### src/rtl/alu_pkg.sv
// Shared types and default sizes for the ALU result accumulator.
package alu_pkg;

  typedef enum logic {
    LIVE   = 1'b0,
    BROWSE = 1'b1
  } acc_state_t;

  localparam int ALU_W          = 8;
  localparam int ALU_HIST_DEPTH = 4;

endpackage

### src/rtl/key_press_detect.sv
// Two-flop synchroniser plus edge detector for an active-low push button.
// Flops clear to "pressed" so a key held through reset yields no press.
module key_press_detect (
  input  logic clk,
  input  logic reset,
  input  logic key_n,
  output logic press
);

  logic s1_reg;
  logic s2_reg;
  logic prev_reg;

  always_ff @(posedge clk) begin
    if (reset) begin
      s1_reg   <= 1'b0;
      s2_reg   <= 1'b0;
      prev_reg <= 1'b0;
    end else begin
      s1_reg   <= key_n;
      s2_reg   <= s1_reg;
      prev_reg <= s2_reg;
    end
  end

  // Released-to-pressed transition of the synchronised key.
  assign press = prev_reg & ~s2_reg;

endmodule

### src/rtl/alu_result_accumulator.sv
// Accumulator stage behind the ALU with an optional browsable history ring.
// Define ALU_HIST_EN to build the history ring, recall key and BROWSE state.
module alu_result_accumulator
  import alu_pkg::*;
#(
  parameter int W          = ALU_W,
  parameter int HIST_DEPTH = ALU_HIST_DEPTH
) (
  input  logic                          clk,
  input  logic                          reset,
  input  logic [W-1:0]                  alu_result,
  input  logic                          load_key_n,
  input  logic                          recall_key_n,
  output logic [W-1:0]                  acc_out,
  output logic [3:0]                    b_feedback,
  output logic [W-1:0]                  disp_val,
  output logic                          browsing,
  output logic [$clog2(HIST_DEPTH):0]   hist_count,
  output logic                          load_pulse
);

  logic         load_press;
  logic [W-1:0] acc_reg;
  logic         load_pulse_reg;

  key_press_detect u_load_key (
    .clk   (clk),
    .reset (reset),
    .key_n (load_key_n),
    .press (load_press)
  );

  always_ff @(posedge clk) begin
    if (reset) begin
      acc_reg        <= '0;
      load_pulse_reg <= 1'b0;
    end else begin
      load_pulse_reg <= load_press;
      if (load_press) begin
        acc_reg <= alu_result;
      end
    end
  end

  assign acc_out    = acc_reg;
  assign b_feedback = acc_reg[3:0];
  assign load_pulse = load_pulse_reg;

`ifdef ALU_HIST_EN
  localparam int PW = $clog2(HIST_DEPTH);
  localparam int CW = PW + 1;

  logic          recall_press;
  logic [W-1:0]  hist_reg [HIST_DEPTH];
  logic [PW-1:0] wr_ptr_reg;
  logic [PW-1:0] off_reg;
  logic [CW-1:0] count_reg;
  acc_state_t    state_reg;
  logic [PW-1:0] rd_idx;

  key_press_detect u_recall_key (
    .clk   (clk),
    .reset (reset),
    .key_n (recall_key_n),
    .press (recall_press)
  );

  always_ff @(posedge clk) begin
    if (reset) begin
      for (int i = 0; i < HIST_DEPTH; i++) begin
        hist_reg[i] <= '0;
      end
    end else if (load_press) begin
      hist_reg[wr_ptr_reg] <= alu_result;
    end
  end

  // A load always wins over a same-cycle recall press.
  always_ff @(posedge clk) begin
    if (reset) begin
      wr_ptr_reg <= '0;
      off_reg    <= '0;
      count_reg  <= '0;
      state_reg  <= LIVE;
    end else if (load_press) begin
      wr_ptr_reg <= wr_ptr_reg + PW'(1);
      if (count_reg != CW'(HIST_DEPTH)) begin
        count_reg <= count_reg + CW'(1);
      end
      state_reg <= LIVE;
    end else if (recall_press) begin
      case (state_reg)
        LIVE: begin
          if (count_reg != '0) begin
            state_reg <= BROWSE;
            off_reg   <= '0;
          end
        end
        BROWSE: begin
          if (({1'b0, off_reg} + CW'(1)) == count_reg) begin
            state_reg <= LIVE;
          end else begin
            off_reg <= off_reg + PW'(1);
          end
        end
        default: state_reg <= LIVE;
      endcase
    end
  end

  // Newest entry sits just behind the write pointer; wraps naturally in PW bits.
  assign rd_idx     = wr_ptr_reg - PW'(1) - off_reg;
  assign browsing   = (state_reg == BROWSE);
  assign disp_val   = (state_reg == BROWSE) ? hist_reg[rd_idx] : acc_reg;
  assign hist_count = count_reg;
`else
  logic unused_recall_key;

  assign unused_recall_key = recall_key_n;
  assign disp_val          = acc_reg;
  assign browsing          = 1'b0;
  assign hist_count        = '0;
`endif

endmodule

### config.mk
export PLATFORM = sky130hd
export DESIGN_NAME = alu_result_accumulator
export DESIGN_NICKNAME = d
export VERILOG_FILES = /design/src/rtl/alu_pkg.sv /design/src/rtl/key_press_detect.sv /design/src/rtl/alu_result_accumulator.sv
export SDC_FILE = /design/constraint.sdc
export NUM_CORES = 1
export LEC_CHECK = 0
export ABC_AREA = 0
export BUFFER_PORTS_ARGS = -buffer_cell sky130_fd_sc_hd__buf_2
export CELL_PAD_IN_SITES_DETAIL_PLACEMENT = 0
export CELL_PAD_IN_SITES_GLOBAL_PLACEMENT = 1
export CORE_MARGIN = 4
export CORE_UTILIZATION = 28
export DETAILED_ROUTE_END_ITERATION = 10
export PLACE_DENSITY = 0.76
export SYNTH_ARGS = -nofsm -noshare
export SYNTH_HDL_FRONTEND = slang
export SYNTH_SLANG_ARGS = --single-unit
### constraint.sdc
create_clock -name clk -period 1 [get_ports clk]
set_input_delay 0.05 -clock clk [delete_from_list [all_inputs] [get_ports clk]]
set_output_delay 0.05 -clock clk [all_outputs]
set_load 0.05 [all_outputs]
Word-level counts from Yosys, hierarchy flattened
Index checks and enable logic that the tools add are counted.
W data, S select, Z words.
{ "totals": {"regBits": 12, "input_bits": 12, "output_inout_bits": 25, "word_cells": 7} }
{ "op_classes": {"bitwise": 2} }
{ "op_table": {"columns": ["operator", "n"], "rows": [
  ["$and A1 B1 Y1", 1],
  ["$not A1 Y1", 1]
]} }

Depth between registers and ports, before layout
Gate-level depths: netlist (run 1).
{ "logic_depth": {"word_depth": 2, "mapped_depth": 3, "depth_no_buf": 2} }

Cells and area by module
From an unflattened synthesis (run 1), not the netlist that was laid out.
{ "hier_totals": {"hier_cells": 52, "hier_area_um2": 524.3} }
{ "modules_own_cells": {"columns": ["module", "n_inst", "cells_per_inst", "area_each_um2", "seq_area_each_um2"], "rows": [
  ["alu_result_accumulator", 1, 45, 436.7, 180.2],
  ["key_press_detect", 1, 7, 87.6, 60.1]
]} }

Worst setup path before layout (run 1)
OpenSTA, ideal clock, no wires.
{ "synth_path": {"path_kind": "register to output", "startpoint": "register acc_reg[0], in the netlist acc_out[0]", "endpoint": "output b_feedback[0]", "arrival_ns": 0.934, "required_ns": 0.950, "setup_slack_ns": 0.016, "stages_incl_launch_ff": 2, "n_path_buf": 1, "path_cell_list": "dfxtp_1 buf_4"} }
{ "synth_rtl": {"columns": ["item", "line_no", "source"], "rows": [
  ["start, declared", "alu_result_accumulator.sv:23", "logic [W-1:0] acc_reg;"],
  ["start signal, assigned", "alu_result_accumulator.sv:40", "acc_reg <= alu_result;"],
  ["end, declared", "alu_result_accumulator.sv:15", "output logic [3:0] b_feedback,"]
]} }
No word-level cell between the ends.

Worst setup path after layout (run 1)
{ "layout_path": {"startpoint": "register acc_reg[1], in the netlist acc_out[1]", "endpoint": "output b_feedback[1]"} }
No word-level cell between the ends.

==> results.cfg, run 1 <==
[outcome]
status = complete, no violations

[pwr]
ir_drop_mv = 0.591
power_w = 0.00106
power_density_nw_per_um2 = 1420
total_leakage_power_nw = 0.345

[logic_synthesis]
synth_top_family_by_area = simple AND/OR/NAND/NOR gates
yosys.area.top_type = dfxtp_1
synth_area_um2 = 592
synth_fa_ha_area_share_pct = 0
ys_seq_area_share_pct = 40.6
synth_area_per_cell_um2 = 9.86
synth_top_area_share_pct = 40.6
yosysWarnings = 0
synthCells = 60
synth_compound_area_share_pct = 6.77
synth_edf_count = 0
synth_cell_types = 10
muxShareOfSynthArea_pct = 0
synth.top_cells.by_count = 16 x buf_4, 12 x dfxtp_1, 8 x nand2b_1, 8 x nand4bb_1, 8 x o21ai_0
synth_xor_area_share_pct = 0
yosys.area_share.simple_pct = 30.4
yosys-top-cells-area = dfxtp_1 41%, buf_4 20%, nand4bb_1 15%
yosys_most_used_dff = dfxtp_1
yosysMostFrequentCell = buf_4
ys_ff_latch = 12
ys_async_sr_fraction_pct = 0

[layout]
drive_above_1_share_pct = 46.3
nNetsFinal = 95
area_growth_pct = 26.2
post-route-util_pct = 37.7
antennaDiodeCount = 0
largest_reg_flops = 8

[floorplan]
start_util_pct = 29.9
die_y_um = 54.0
ios = 37
core_area_um2 = 1980
chipWidth_um = 54.0
dieArea_um2 = 2910
row_count = 16

[clock_tree]
clock-sinks = 12
clock_path_buffers = 2
htreeDepth = 1
cts-root-buf = clkbuf_4
clk-insertion-delay-late_ns = 0.27
cts_tree = done
clkTransAtPathRegs_ns = 0.08
cts_setup_buffers = 0
cts_made_buffers = 3

[critical_path]
critPathBufInv = 1
cp-end-kind = primary output
worstPathCellList = buf_2
cp_slowest_cell = dfxtp_1
crit_path_max_fanout = 4
reg2reg_depth = 2
required_ns = 0.95
cp_num_cells = 1
cp_top_family = flip-flops
slowest_delay_ns = 0.36
reg2reg_slack_ns = 0.16
worstPathArrival_ns = 0.91
crit_type = reg -> out
reg2reg_to = acc_out[6]$_SDFFE_PP0P_
timing.critical_path.to = b_feedback[1]
worstSetupStartpointType = register
r2r-start = u_load_key.s2_reg$_SDFF_PP0_
worstSetupStartpoint = acc_out[1]$_SDFFE_PP0P_

[placement]
gp_congestion = 0.596
hpwlAfterDp_um = 844
io_buffer_count = 31

[route]
wl_um = 1210
final_antenna_net_count = 0
drcViolationCount = 0
firstDrtPassIters = 4
drt-initial-drc-count = 2
vias = 454
vias_per_cell = 4.17
avgRoutedWirePerCell_um = 11.1

[sta]
hold_viol_final = 0
fin_crit_sh_pct = 96.0
slew_viol_final = 0
fin_setup_tns_ns = 0
grt_setup_unrepaired = yes
fmax_mhz = 1040
finalSetupViolCount = 0
post-route-min-period_ns = 0.960
finClkSkew_ns = 0.00478

[global_routing]
grt-ovfl-total = 0
grt_max_degree = 21
grt_pass1_vias = 387
grt_pass1_wl_um = 1800
grtUsageTotal_pct = 8.77
antenna_found_initial = 0

[flow_run]
maxCapViolations = 0

[hold_path]
hp-class = in -> reg
stage by stage:
step / std cells / setup slack (ns) / hold WS [ns] / area [um2]
after global routing: 109 / -0.0278 / 0.0418 / 747
after CTS: 109 / 0.0178 / 0.0335 / 718
after detailed placement: 104 / 0.105 / 0.271 / 672
after global placement: 104 / 0.118 / 0.262 / 672
final: 109 / 0.0401 / 0.0429 / 747
after floorplan: 63 / 0.0163 / 0.178 / 603
tightest hold or removal path, cell delays in order:
cell	delay, ns
buf_2	0.08
nand4bb_1	0.09
o21ai_0	0.07
worst min-delay path by stage:
| stage | startpoint | endpoint | slack (ns) | cells after the start |
|---|---|---|---|---|
| after floorplan | load_key_n | u_load_key.s1_reg$_SDFF_PP0_ | 0.18 | 1 |
| after detailed placement | load_key_n | u_load_key.s1_reg$_SDFF_PP0_ | 0.27 | 2 |
| after global placement | load_key_n | u_load_key.s1_reg$_SDFF_PP0_ | 0.26 | 2 |
| final | alu_result[0] | acc_out[0]$_SDFFE_PP0P_ | 0.04 | 3 |
| after global routing | alu_result[5] | acc_out[5]$_SDFFE_PP0P_ | 0.04 | 3 |
| after CTS | alu_result[5] | acc_out[5]$_SDFFE_PP0P_ | 0.03 | 3 |
power by group:
group          switching (W)  leakage [nW]  total (W)  internal [W]
Clock               0.000164        0.0210   0.000386      0.000221
Combinational       0.000120         0.226   0.000174     0.0000537
Sequential         0.0000103        0.0979   0.000500      0.000490
Total               0.000295         0.345    0.00106      0.000765
cells by family (layout without fill, tap and decap cells):
logic type,count (synthesis),in the layout
AOI/OAI and AO/OA,8,8
and+or+nand+nor,21,21
DFF,12,12
buffers and inverters,18,37
other,1,4
area by class of cell:
cell class	count	area, um2
fill	210	1230
sequential	12	241
multi-input combinational	33	235
timing repair buffer	33	200
clock buffer	4	36.3
tap	27	33.8
placed cells by master, fill, tap and decap left out, drive strengths merged:
cell	Yosys	layout
clkbuf	2	12
nand2b	8	8
nand4bb	8	8
and2b	1	1
conb	1	4
o21ai	8	8
dlygate4sd3	0	1
dfxtp	12	12
nor2b	4	4
buf	16	24
timing repair:
action / in CTS / in global routing
hold buffers: 1 / 0
hold endpoints to repair: 1 / 0
endpoints found under the setup margin: 0 / 15
resized for setup: 0 / 15
layer usage:
metal / GRT usage, % / vias to the layer above / wire length, um
li1: - / 228 / -
met1: 10.5 / 198 / 537
met2: 12.9 / 24 / 495
met4: 7.47 / 0 / 35
met3: 2.22 / 4 / 138
met5: 0 / - / 0
Note: power is estimated with default switching activity, not from simulation.
==> run 2: changes to the inputs <==
CORE_UTILIZATION = 30   (was 28)
PLACE_DENSITY = 0.8   (was 0.76)
clock period = 1.2 ns   (was 1 ns; I/O delays follow)
==> run 2 against run 1 <==
First-iteration DRC count rose to 2.5 times the previous value. Combinational power fell by 18%. Sequential share of layout area rose by 1.9 points. Largest power group unchanged. Critical endpoint is now b_feedback[3]. Utilization rose by 1.3 points. Sequential power fell by 17%. Die area fell by 5.7%. Final area fell by 6.0%.
==> results.cfg, run 2 (synthesis gave the netlist of run 1 again) <==
[clock_tree]
htreeDepth = 1
post_cts_resized = 0
clock-sinks = 12
clkTransAtPathRegs_ns = 0.07
cts-root-buf = clkbuf_4
cts_made_buffers = 3
clk-insertion-delay-late_ns = 0.26
clock_path_buffers = 2
cts_tree = done
cts_setup_buffers = 0

[layout]
drive_above_1_share_pct = 44.4
post-route-util_pct = 39.0
antennaDiodeCount = 0
nNetsFinal = 95
largest_reg_flops = 8
final_cell_mix = 31 x buf_2, 12 x dfxtp_1, 8 x nand2b_1, 8 x nand4bb_1, 8 x o21ai_0
final_common_cell = buf_2
area_growth_pct = 18.6
instances_no_fill = 106

[sta]
grt_setup_unrepaired = no
post-route-min-period_ns = 0.973
fin_setup_tns_ns = 0
hold_viol_final = 0
finalSetupViolCount = 0
fin_hold_ws_ns = 0.0583
slew_viol_final = 0
fmax_mhz = 1030
fin_crit_sh_pct = 81.1
finClkSkew_ns = 0.00208

[critical_path]
worstPathCellList = buf_2
worstPathArrival_ns = 0.91
required_ns = 1.14
cp-end-kind = primary output
crit_type = reg -> out
worstSetupStartpointType = register
critPathBufInv = 1
slowest_delay_ns = 0.37
cp_top_family = flip-flops
crit_path_max_fanout = 4
cp_slowest_cell = dfxtp_1

[pwr]
power_w = 0.000795
total_leakage_power_nw = 0.343
ir_drop_mv = 0.512
power_density_nw_per_um2 = 1130

[flow_run]
maxCapViolations = 0

[placement]
hpwlAfterDp_um = 839
gp_congestion = 0.580
dp.cells = 102
io_buffer_count = 31

[global_routing]
top_usage_layer = met1
grt_pass1_vias = 397
grt_use_met2_pct = 12.2
grt-ovfl-total = 0
grt_max_degree = 21
grt_pass1_wl_um = 1840
grt_use_met3_pct = 3.42
antenna_found_initial = 0
globalRouteMet1Util_pct = 12.2
grtUsageTotal_pct = 9.27

[floorplan]
row_count = 15
die_y_um = 52.4
start_util_pct = 32.8
chipWidth_um = 52.4
ios = 37
dieArea_um2 = 2750
core_area_um2 = 1800

[route]
drcViolationCount = 0
final_antenna_net_count = 0
vias_per_cell = 4.27
vias = 453
drt-initial-drc-count = 5
avgRoutedWirePerCell_um = 11.3
firstDrtPassIters = 4
wl_um = 1200

[outcome]
status = complete, no violations

[hold_path]
hp-class = in -> reg
[run 2: cell count changes in the layout (fill, tap and decap cells not counted)]
| cell | change |
|---|---|
| dfxtp_2 | -1 |
| clkbuf_4 | -8 |
| clkbuf_8 | -1 |
| dfxtp_1 | +1 |
| buf_2 | +11 |
| buf_4 | -3 |
[run 2: final cells by class]
cell class / instances / area (um2)
Sequential cell: 12 / 240
Multi-Input combinational cell: 33 / 235
Timing Repair Buffer: 33 / 173
Tap cell: 25 / 31.3
Clock buffer: 3 / 22.5
Fill cell: 198 / 1100
[run 2: stage by stage]
stage	instance area, um2	setup slack [ns]
4_1_cts	702	0.216
3_3_place_gp	669	0.316
5_1_grt	702	0.155
2_1_floorplan	603	0.206
6_report	702	0.227
3_5_place_dp	669	0.294
[run 2: worst paths after layout]
check	slack, ns	end	cells after the start	start
max reg2reg	0.30	load_pulse$_SDFF_PP0_	2	u_load_key.s2_reg$_SDFF_PP0_
max	0.23	b_feedback[3]	1	acc_out[3]$_SDFFE_PP0P_
min reg2reg	0.45	u_load_key.s2_reg$_SDFF_PP0_	1	u_load_key.s1_reg$_SDFF_PP0_
min	0.06	acc_out[1]$_SDFFE_PP0P_	3	alu_result[1]
[run 2: timing repair]
| item | CTS | global route |
|---|---|---|
| hold endpoints to repair | 1 | 0 |
| endpoints found under the setup margin | 0 | 0 |
| hold buffers | 1 | 0 |
[run 2: where the power goes]
part	internal [W]	leakage [nW]	switching, W	total, W
sequential	0.000408	0.0975	0.00000833	0.000416
combinational	0.0000412	0.232	0.000101	0.000142
clock	0.000116	0.0138	0.000121	0.000237
total	0.000565	0.343	0.000230	0.000795
[run 2: routing by layer]
metal  up-vias  wire, um
met5         -         0
met4         0        23
met3         2        89
met2        20       536
met1       206       549
li1        225         -
==> run 3: changes to the inputs <==
ABC_AREA = 1   (was 0)
CORE_UTILIZATION = 26   (was 30)
PLACE_DENSITY = 0.76   (was 0.8)
clock period = 0.91 ns   (was 1.2 ns; I/O delays follow)
==> run 3 against run 2 <==
Combinational power increased by 100%. Clock skew increased by 0.0048 ns. Sequential power increased by 35%. Die area increased by 11%. Critical path depth unchanged. Final area increased by 15%. Largest power group unchanged. Highest routed layer unchanged.
==> results.cfg, run 3 <==
[outcome]
status = complete, no violations

[route]
vias = 515
drcViolationCount = 0
avgRoutedWirePerCell_um = 8.98
wl_um = 1180
firstDrtPassIters = 2
vias_per_cell = 3.93
drt-initial-drc-count = 7
final_antenna_net_count = 0

[logic_synthesis]
synth_area_um2 = 582
synth_area_per_cell_um2 = 7.27
synth_cell_types = 11
yosys-top-cells-area = dfxtp_1 41%, buf_4 21%, nor2_1 12%
synth_top_area_share_pct = 41.3
synth.top_cells.by_count = 19 x nor2_1, 16 x buf_4, 12 x dfxtp_1
yosys.area.top_type = dfxtp_1
synthCells = 80
ys_async_sr_fraction_pct = 0
ys_seq_area_share_pct = 41.3
ys_ff_latch = 12
yosysMostFrequentCell = nor2_1
yosys_most_used_dff = dfxtp_1
yosysWarnings = 0
synth_edf_count = 0

[global_routing]
antenna_found_initial = 0
grt_max_degree = 10
grt_pass1_wl_um = 2000
grtUsageTotal_pct = 8.29
grt_pass1_vias = 463
grt-ovfl-total = 0

[layout]
final_common_cell = nor2_1
nNetsFinal = 117
final_cell_mix = 18 x nor2_1, 17 x buf_4, 10 x inv_1
seq_area_um2 = 255
multi_input_area_um2 = 175
fillers = 237
area_growth_pct = 39.1
antennaDiodeCount = 0
instances_no_fill = 131
largest_reg_flops = 8
drive_above_1_share_pct = 49.0

[sta]
grt_setup_unrepaired = yes
slew_viol_final = 0
finalSetupViolCount = 0
hold_viol_final = 0
fmax_mhz = 1130
finClkSkew_ns = 0.00693
post-route-min-period_ns = 0.883
fin_crit_sh_pct = 97.0

[critical_path]
cp_top_family = flip-flops
worstPathArrival_ns = 0.84
cp_slowest_cell = dfxtp_2
r2r-start = u_load_key.prev_reg$_SDFF_PP0_
slowest_delay_ns = 0.36
crit_type = reg -> out
cp-end-kind = primary output
worstSetupStartpoint = acc_out[1]$_SDFFE_PP0P_
critPathBufInv = 1
required_ns = 0.86
worstPathCellList = buf_4
crit_path_max_fanout = 4
worstSetupStartpointType = register
reg2reg_slack_ns = 0.08

[clock_tree]
clock_path_buffers = 2
clkTransAtPathRegs_ns = 0.08
cts_setup_buffers = 0
clock-sinks = 12
cts_made_buffers = 3
clk-insertion-delay-late_ns = 0.27
htreeDepth = 1
cts_tree = done
cts-root-buf = clkbuf_4

[pwr]
power_density_nw_per_um2 = 1560
switching_power_w = 0.000388
sw_frac_of_total_pct = 30.8
combPwrFrac_pct = 22.6
total_leakage_power_nw = 0.426
ir_drop_mv = 0.747
clock_power_share_pct = 33.0
power_w = 0.00126
power_frac_seq_pct = 44.4
power.internal_w = 0.000873

[hold_path]
min_from = alu_result[6]
hp-class = in -> reg

[placement]
dp.cells = 125
io_buffer_count = 31
hpwlAfterDp_um = 881
gp_congestion = 0.710

[floorplan]
dieArea_um2 = 3060
core_area_um2 = 2040
chipWidth_um = 55.3
die_y_um = 55.3
ios = 37
row_count = 16
start_util_pct = 28.5

[flow_run]
maxCapViolations = 0
## run 3: cell type report
type                    count  area share (%)
multi-input cells          41            21.6
well taps                  27            4.17
inverters                  13            6.49
flip-flops and latches     12            31.5
clock buffers               4            4.48
repair buffers             34            31.7
## run 3: timing repair
action / in CTS / in global routing
gates resized for setup: 11 / 30
endpoints found under the hold margin: 4 / 0
pin swaps: 0 / 2
setup endpoints to repair: 20 / 26
hold buffers: 2 / 0
## run 3: power groups by stage
stage / clock network (W) / logic, W / registers [W]
floorplan: 0 / 0.000187 / 0.000615
finish: 0.000417 / 0.000284 / 0.000560
CTS: 0.000441 / 0.000269 / 0.000560
global route: 0.000475 / 0.000301 / 0.000564
detailed placement: 0 / 0.000253 / 0.000572
global placement: 0 / 0.000252 / 0.000570
## run 3: path summary, 6_finish.rpt
check / cells after the start / endpoint
hold / removal: 5 / acc_out[6]$_SDFFE_PP0P_
setup reg to reg: 4 / acc_out[5]$_SDFFE_PP0P_
hold reg to reg: 2 / u_load_key.s2_reg$_SDFF_PP0_
setup / recovery: 1 / disp_val[1]
## run 3: cell families (layout without fill, tap and decap cells)
group	after synthesis	count (layout)	synth area share, %
buf+inv	30	51	31.0
flops	12	12	41.3
other cells	1	4	0.645
simple gates	37	37	27.1
## run 3: metal layers
metal,routed length (um),vias up,track usage (%)
met5,0,-,0
li1,-,261,-
met1,449,225,8.72
met3,147,2,6.06
met2,569,27,12.7
met4,11,0,3.13
## run 3: through the flow
step / hold WS, ns / util, % / setup TNS, ns / worst slack (ns) / cell area, um2
global route: 0.0658 / 39.6 / -0.264 / -0.0242 / 810
global placement: 0.245 / 32.7 / 0 / 0.0601 / 668
floorplan: 0.117 / - / 0 / 0.105 / 603
detailed placement: 0.253 / 32.7 / 0 / 0.0539 / 668
CTS: 0.0671 / 36.8 / -0.292 / -0.0337 / 752
finish: 0.0702 / 39.6 / 0 / 0.0273 / 810
